$ cat src/rtl/char_writer_pkg.sv
// Shared definitions for the terminal character writer:
// screen geometry, ASCII codes and FSM states.
package char_writer_pkg;

  localparam int DEF_COLS      = 80;
  localparam int DEF_ROWS      = 25;
  localparam int DEF_BUF_SIZE  = 2000;
  localparam int DEF_ADDR_BITS = 11;

  localparam logic [7:0] CH_SPACE = 8'h20;
  localparam logic [7:0] CH_BS    = 8'h08;
  localparam logic [7:0] CH_LF    = 8'h0A;
  localparam logic [7:0] CH_FF    = 8'h0C;
  localparam logic [7:0] CH_CR    = 8'h0D;
  localparam logic [7:0] PRINT_LO = 8'h20;
  localparam logic [7:0] PRINT_HI = 8'h7E;

  typedef enum logic [1:0] {
    IDLE       = 2'd0,
    CLEAR_ALL  = 2'd1,
    CLEAR_LINE = 2'd2
  } state_e;

  function automatic logic is_print(input logic [7:0] b);
    return (b >= PRINT_LO) && (b <= PRINT_HI);
  endfunction

endpackage

$ cat src/rtl/char_writer.sv
// Terminal-style byte stream front end for the character buffer.
// Scrolls by rotating top_line; row_base tracks the physical row start.
module char_writer
  import char_writer_pkg::*;
#(
  parameter int COLS      = DEF_COLS,
  parameter int ROWS      = DEF_ROWS,
  parameter int BUF_SIZE  = DEF_BUF_SIZE,
  parameter int ADDR_BITS = DEF_ADDR_BITS
) (
  input  logic                 clk,
  input  logic                 reset,
  input  logic [7:0]           rx_data,
  input  logic                 rx_valid,
  output logic                 rx_ready,
  output logic [ADDR_BITS-1:0] buf_waddr,
  output logic [7:0]           buf_din,
  output logic                 buf_wen,
  output logic [4:0]           top_line,
  output logic [6:0]           cursor_col,
  output logic [4:0]           cursor_row,
  output logic                 busy
);

  localparam logic [ADDR_BITS-1:0] LAST_CELL = ADDR_BITS'(BUF_SIZE - 1);
  localparam logic [ADDR_BITS-1:0] LAST_BASE = ADDR_BITS'(BUF_SIZE - COLS);
  localparam logic [ADDR_BITS-1:0] COLS_A    = ADDR_BITS'(COLS);
  localparam logic [ADDR_BITS-1:0] LAST_CLR  = ADDR_BITS'(COLS - 1);
  localparam logic [6:0]           LAST_COL  = 7'(COLS - 1);
  localparam logic [4:0]           LAST_ROW  = 5'(ROWS - 1);

  state_e                 state, state_n;
  logic [ADDR_BITS-1:0]   cnt, cnt_n;
  logic [ADDR_BITS-1:0]   row_base, base_n;
  logic [ADDR_BITS-1:0]   base_adv;
  logic [ADDR_BITS-1:0]   waddr_n;
  logic [7:0]             din_n;
  logic                   wen_n;
  logic                   rdy_n;
  logic [4:0]             top_n;
  logic [6:0]             col_n;
  logic [4:0]             row_n;
  logic                   accept;
  logic                   newline;

  assign accept   = rx_valid && rx_ready;
  assign base_adv = (row_base == LAST_BASE) ? '0 : row_base + COLS_A;

  always_comb begin
    state_n = state;
    cnt_n   = cnt;
    base_n  = row_base;
    waddr_n = buf_waddr;
    din_n   = CH_SPACE;
    wen_n   = 1'b0;
    top_n   = top_line;
    col_n   = cursor_col;
    row_n   = cursor_row;
    newline = 1'b0;

    unique case (state)
      IDLE: begin
        if (accept) begin
          unique case (1'b1)
            is_print(rx_data): begin
              wen_n   = 1'b1;
              waddr_n = row_base + ADDR_BITS'(cursor_col);
              din_n   = rx_data;
              if (cursor_col == LAST_COL) begin
                col_n   = '0;
                newline = 1'b1;
              end else begin
                col_n = cursor_col + 7'd1;
              end
            end
            (rx_data == CH_LF): begin
              col_n   = '0;
              newline = 1'b1;
            end
            (rx_data == CH_CR): col_n = '0;
            (rx_data == CH_BS): begin
              if (cursor_col != '0)
                col_n = cursor_col - 7'd1;
            end
            (rx_data == CH_FF): begin
              state_n = CLEAR_ALL;
              cnt_n   = '0;
            end
            default: ;
          endcase
        end
        // Bottom row scrolls: the cursor row now maps to the next physical row.
        if (newline) begin
          base_n = base_adv;
          if (cursor_row != LAST_ROW) begin
            row_n = cursor_row + 5'd1;
          end else begin
            top_n   = (top_line == LAST_ROW) ? '0 : top_line + 5'd1;
            state_n = CLEAR_LINE;
            cnt_n   = '0;
          end
        end
      end
      CLEAR_ALL: begin
        wen_n   = 1'b1;
        waddr_n = cnt;
        cnt_n   = cnt + 1'b1;
        if (cnt == LAST_CELL) begin
          state_n = IDLE;
          cnt_n   = '0;
          top_n   = '0;
          col_n   = '0;
          row_n   = '0;
          base_n  = '0;
        end
      end
      CLEAR_LINE: begin
        wen_n   = 1'b1;
        waddr_n = row_base + cnt;
        cnt_n   = cnt + 1'b1;
        if (cnt == LAST_CLR) begin
          state_n = IDLE;
          cnt_n   = '0;
        end
      end
      default: begin
        state_n = CLEAR_ALL;
        cnt_n   = '0;
      end
    endcase

    rdy_n = (state_n == IDLE);
  end

  always_ff @(posedge clk or posedge reset) begin
    if (reset) begin
      state      <= CLEAR_ALL;
      cnt        <= '0;
      row_base   <= '0;
      buf_wen    <= 1'b0;
      buf_waddr  <= '0;
      buf_din    <= CH_SPACE;
      rx_ready   <= 1'b0;
      busy       <= 1'b1;
      top_line   <= '0;
      cursor_col <= '0;
      cursor_row <= '0;
    end else begin
      state      <= state_n;
      cnt        <= cnt_n;
      row_base   <= base_n;
      buf_wen    <= wen_n;
      buf_waddr  <= waddr_n;
      buf_din    <= din_n;
      rx_ready   <= rdy_n;
      busy       <= !rdy_n;
      top_line   <= top_n;
      cursor_col <= col_n;
      cursor_row <= row_n;
    end
  end

endmodule

$ cat config.mk
export PLATFORM = sky130hd
export DESIGN_NAME = char_writer
export DESIGN_NICKNAME = d
export VERILOG_FILES = /design/src/rtl/char_writer_pkg.sv /design/src/rtl/char_writer.sv
export SDC_FILE = /design/constraint.sdc
export NUM_CORES = 1
export LEC_CHECK = 0
export BUFFER_PORTS_ARGS = -buffer_cell sky130_fd_sc_hd__buf_2
export CELL_PAD_IN_SITES_DETAIL_PLACEMENT = 2
export CELL_PAD_IN_SITES_GLOBAL_PLACEMENT = 2
export CORE_ASPECT_RATIO = 1.5
export CORE_MARGIN = 3
export CORE_UTILIZATION = 38
export DETAILED_ROUTE_END_ITERATION = 16
export GPL_TIMING_DRIVEN = 0
export PLACE_DENSITY_LB_ADDON = 0.1
export SYNTH_ARGS = -nofsm -noshare
export SYNTH_HDL_FRONTEND = slang
export SYNTH_SLANG_ARGS = --single-unit
$ cat constraint.sdc
create_clock -name clk -period 4.7 [get_ports clk]
set_input_delay 0.94 -clock clk [delete_from_list [all_inputs] [get_ports clk]]
set_output_delay 0.94 -clock clk [all_outputs]
set_load 0.005 [all_outputs]
Yosys cells after proc, flatten, opt, wreduce, memory -nomap -nowiden
Cells that the tools add are included.
{"block": "op_classes", "n_mux": 45, "order_cmp": 2, "div": 0, "shift": 0, "n_addsub": 8, "reduce_logical": 15, "eq_ne": 20, "mul": 0, "n_bitwise": 0}
{"operator": "two-way mux 11 bit", "count": 11}
{"operator": "one-hot mux 11 bit (3 select lines)", "count": 2}
{"operator": "equality test 8 x 4 -> 1 bit (second input constant)", "count": 4}
{"operator": "two-way mux 5 bit", "count": 6}
{"operator": "two-way mux 7 bit", "count": 4}
{"operator": "two-way mux 8 bit", "count": 3}
{"operator": "equality test 11 bit (second input constant)", "count": 2}
{"operator": "one-hot mux 11 bit (2 select lines)", "count": 1}
{"operator": "one-hot mux 7 bit (3 select lines)", "count": 1}
{"operator": "one-hot mux 5 bit (2 select lines)", "count": 2}
{"operator": "one-hot mux 7 bit (2 select lines)", "count": 1}
{"operator": "two-way mux 2 bit", "count": 6}
{"operator": "inequality test 2 bit (second input constant)", "count": 6}
{"operator": "adder 11 x 1 -> 11 bit (second input constant)", "count": 1}
{"operator": "adder 11 bit", "count": 1}
{"operator": "adder 11 x 7 -> 11 bit", "count": 1}
{"operator": "adder 11 x 7 -> 11 bit (second input constant)", "count": 1}
{"operator": "equality test 11 x 7 -> 1 bit (second input constant)", "count": 1}
{"operator": "adder 5 x 1 -> 5 bit (second input constant)", "count": 2}
{"operator": ">= comparator 8 x 6 -> 1 bit (second input constant)", "count": 1}
{"operator": "<= comparator 8 x 7 -> 1 bit (second input constant)", "count": 1}
{"operator": "AND reduction 4 bit", "count": 2}
{"operator": "adder 7 x 1 -> 7 bit (second input constant)", "count": 1}
{"operator": "equality test 7 bit (second input constant)", "count": 1}
{"operator": "other kinds (19)", "count": 28}
{"block": "totals", "mem_count": 0, "romBits": 0, "output_inout_bits": 39, "latchBits": 0, "mem_bits_rw": 0, "reg_bits": 63}

Logic depth before layout (Yosys ltp)
{"block": "logic_depth", "depth_word": 9, "depth_mapped": 12}

Least setup slack after synthesis
OpenSTA, ideal clock, no wires.
{"block": "synth_timing", "path_kind": "input port to flip-flop", "start": "input rx_data[0]", "end": "register cursor_col[0]", "required_time_ns": 4.572, "arrival_ns": 2.682, "path_buffers": 3, "cell_stages": 9, "slack_ns": 1.890, "cell_sequence": "buf_2 -> nor4b_2 -> and2_1 -> buf_2 -> nand4_1 -> a31oi_2 -> or2_1 -> buf_4 -> mux2_1"}
{"block": "synth_between", "elab_chain_len": 5, "elab_cells_between_ends": 13}
{"element": "from (decl)", "line": "char_writer.sv:13", "source": "input logic [7:0] rx_data,"}
{"element": ">= comparator 8 x 6 -> 1 bit (tied with other cells)", "line": "char_writer_pkg.sv:25", "source": "return (b >= PRINT_LO) && (b <= PRINT_HI);"}
{"element": "logical AND 1 bit or OR reduction 2 bit (tied branches)"}
{"element": "one-hot mux 7 bit (3 select lines)", "line": "char_writer.sv:64", "source": "unique case (1'b1)"}
{"element": "two-way mux 7 bit", "line": "char_writer.sv:63", "source": "if (accept) begin"}
{"element": "one-hot mux 7 bit (2 select lines)", "line": "char_writer.sv:61", "source": "unique case (state)"}
{"element": "to (signal assigned)", "line": "char_writer.sv:158", "source": "cursor_col <= col_n;"}
{"element": "to (decl)", "line": "char_writer.sv:20", "source": "output logic [6:0] cursor_col,"}
Several ways; a longest one is shown, not always the timed one. The select of a mux whose other input is x is not followed.
A chain may end at the register's enable or synchronous reset.

Final worst setup path
{"block": "layout_timing", "start": "register state[0]", "end": "register buf_waddr[10]"}
{"block": "layout_between", "elab_chain_len": 3, "elab_cells_between_ends": 8}
{"element": "from (decl)", "line": "char_writer.sv:32", "source": "state_e state, state_n;"}
{"element": "from (signal assigned)", "line": "char_writer.sv:149", "source": "state <= state_n;"}
{"element": "equality test 2 bit (tied with other cells)", "line": "char_writer.sv:61"}
{"element": "nonzero test 3 bit (no line) or inequality test 2 bit (tied branches)"}
{"element": "AND reduction 3 bit (no line)"}
{"element": "to (signal assigned)", "line": "char_writer.sv:153", "source": "buf_waddr <= waddr_n;"}
{"element": "to (decl)", "line": "char_writer.sv:16", "source": "output logic [ADDR_BITS-1:0] buf_waddr,"}
Several ways; a longest one is shown, not always the timed one.

==> impl_metrics.ini <==
[yosys]
synth-seq-cells = 59
synth_edf_count = 0
synth-async-reset-ratio_pct = 100
synth_area_mm2 = 0.00378
yosysWarnings = 0
syn_avg_cell_area_um2 = 8.80
synth_ff_type = dfrtp_1
synth_seq_area_share_pct = 39.1
syn_nets = 461
synth_cells = 430
yosysUniqueCellTypes = 68

[place]
dpl.hpwl_mm = 9.36
dp.cells = 593
port_buffers = 47
gp_congestion = 0.842

[cells_and_area]
num-fill-cells = 1083
areaGrowthSynthToFinish_pct = 19.3
layout.nets = 520
antennaDiodeCount = 0
drive_gt1_share_pct = 17.8
layout_commonest_cell = dfrtp_1
layout.cells.most_common_list = dfrtp_1, buf_2, nor2_1, nand2_1
fin_cells = 609
multi_input_area_mm2 = 0.00213
ff_latch_area_mm2 = 0.00148

[cts]
cts_resized = 0
clk_latency_ns = 0.33
clk_pin_slew_worst_paths_ns = 0.06
postCtsSetupBuffers = 0
cts_sinks = 59
cts_max_level = 3
cts_tree = yes
cts_hold_buf = 0
cts-root-buf = clkbuf_16
clock_path_buffers = 2
cts_buffers = 9

[setup_path]
path_class = reg -> reg
worst_setup_path_start_kind = flip-flop
worstPathRequired_ns = 4.89
cp_max_fo = 10
end_kind = flip-flop
arrival_ns = 3.41

[pwr]
total_power_uw = 1280
pwr_density_cell_mw_per_mm2 = 284
p_leak_uw = 0.00204
irDropWorstVdd_uv = 190

[sta]
rsz0062_at_grt = false
hold_viol = 0
min_period_ns = 3.22
final.period_utilization_pct = 68.4
tns_ns = 0
slew_headroom_pct = 55.8
finalSetupViolations = 0
drv_slew = 0
clock.fmax_mhz = 311
tightest_slew_ns = 0.663
finClkSkew_ns = 0.00568

[global_routing]
grt_max_degree = 42
grt_pass1_wl_mm = 20.9
grt_usage_pct = 24.1
grt_overflow = 0
antenna_found_initial = 0
grt_pass1_vias = 3941

[flow_run]
drv_cap = 0

[routing]
routed_via_density = 5.86
num_vias = 3570
drc_errors = 0
drtPass1Iterations = 4
drt_wl_total_mm = 12.7
ant_nets = 0
drt-initial-drc-count = 116
wl_per_cell_um = 20.8

[floorplanning]
die_area_mm2 = 0.0112
boundaryPins = 50
die_h_um = 128
row_count = 44
dieWidth_um = 87.5
initial_core_util_pct = 39.0
core-area_mm2 = 0.00969

[run_status]
status = completed

[hold_path]
holdCritPathClass = reg -> reg
[worst paths after layout]
path	to	start	cells past startpoint	slack (ns)
min in group asynchronous	cursor_row[1]	reset	2	0.62
max reg2reg	buf_waddr[10]	state[0]	12	1.48
min	top_line[4]	top_line[4]	1	0.51
max in group asynchronous	state[0]	reset	3	3.42
min reg2reg	top_line[4]	top_line[4]	1	0.51
max	buf_waddr[10]	state[0]	12	1.48
[where the power goes]
group          total, uW  switching (uW)  internal [uW]
Combinational       31.3            22.9           8.36
Clock                739             246            492
Sequential           509           0.219            509
Total               1280             270           1010
[sequential cells by signal, summed over array words and instances (netlist names), 2 cells and up]
register	count
row_base	7
cursor_row	5
buf_din	8
cnt	11
top_line	5
cursor_col	7
state	2
buf_waddr	11
[worst max-delay path, cell delays in order, from the launching register on]
cell and delay, ns:
dfstp_2 0.59, inv_1 0.09, ha_1 0.22, clkbuf_1 0.24, nand2_1 0.14, o21ai_0 0.11, ha_1 0.34, a21oi_1 0.27
o21ai_0 0.25, o41ai_1 0.45, xnor2_1 0.17, nor2_1 0.11, o22ai_1 0.10
[per-stage QoR]
step | util [%] | cell area (um^2) | worst slack (ns) | hold WS (ns)
5_1_grt | 46.6 | 4510 | 1.26 | 0.542
2_1_floorplan | - | 3780 | 1.89 | 0.482
3_3_place_gp | 42.9 | 4160 | 1.41 | 0.492
6_report | 46.6 | 4510 | 1.48 | 0.508
4_1_cts | 46.6 | 4510 | 1.44 | 0.516
3_5_place_dp | 43.2 | 4180 | 1.36 | 0.510
[layout make-up]
cell class              instances  area share (%)
multi-input cells             327            47.1
flip-flops and latches         59            32.8
clock buffers                  12            5.69
repair buffers                 48            5.66
well taps                     115            3.19
plain buffers                  24            2.25
inverters                      20            1.66
clock inverters                 4            1.61
[synth_stat cells, drive strengths merged, types with 4 or more instances]
library cell,n,area (um^2)
nor3,8,40.0
nand2,38,145
or2,4,25.0
xor2,4,35.0
nand3,19,95.1
dfrtp,56,1400
mux2,5,56.3
and3,5,31.3
ha,20,250
o21ai,40,200
inv,20,75.1
nor4,4,40.0
buf,8,41.3
nor2b,6,37.5
xnor2,4,35.0
and2,11,68.8
o31ai,13,118
a21oi,26,130
nand4,4,25.0
nand2b,12,75.1
a311oi,10,87.6
a31oi,4,31.3
mux2i,7,70.1
clkbuf,16,60.1
nor2,37,139
[logic make-up after synthesis]
kind of cell	share of synthesized area, %
buf+inv	4.66
compound gates	21.9
other cells	0.0991
xor+xnor	1.85
mux	3.34
fa+ha+maj	6.62
simple gates	22.4
flops	39.1
[metal layers]
metal | wire [um] | GRT usage [%] | share of wire (%)
met5 | 0 | 0 | 0
met4 | 243 | 7.23 | 1.9
met3 | 370 | 4.24 | 2.9
met2 | 6980 | 44.7 | 55
met1 | 5090 | 27.5 | 40
(Power assumes the default switching activity.)
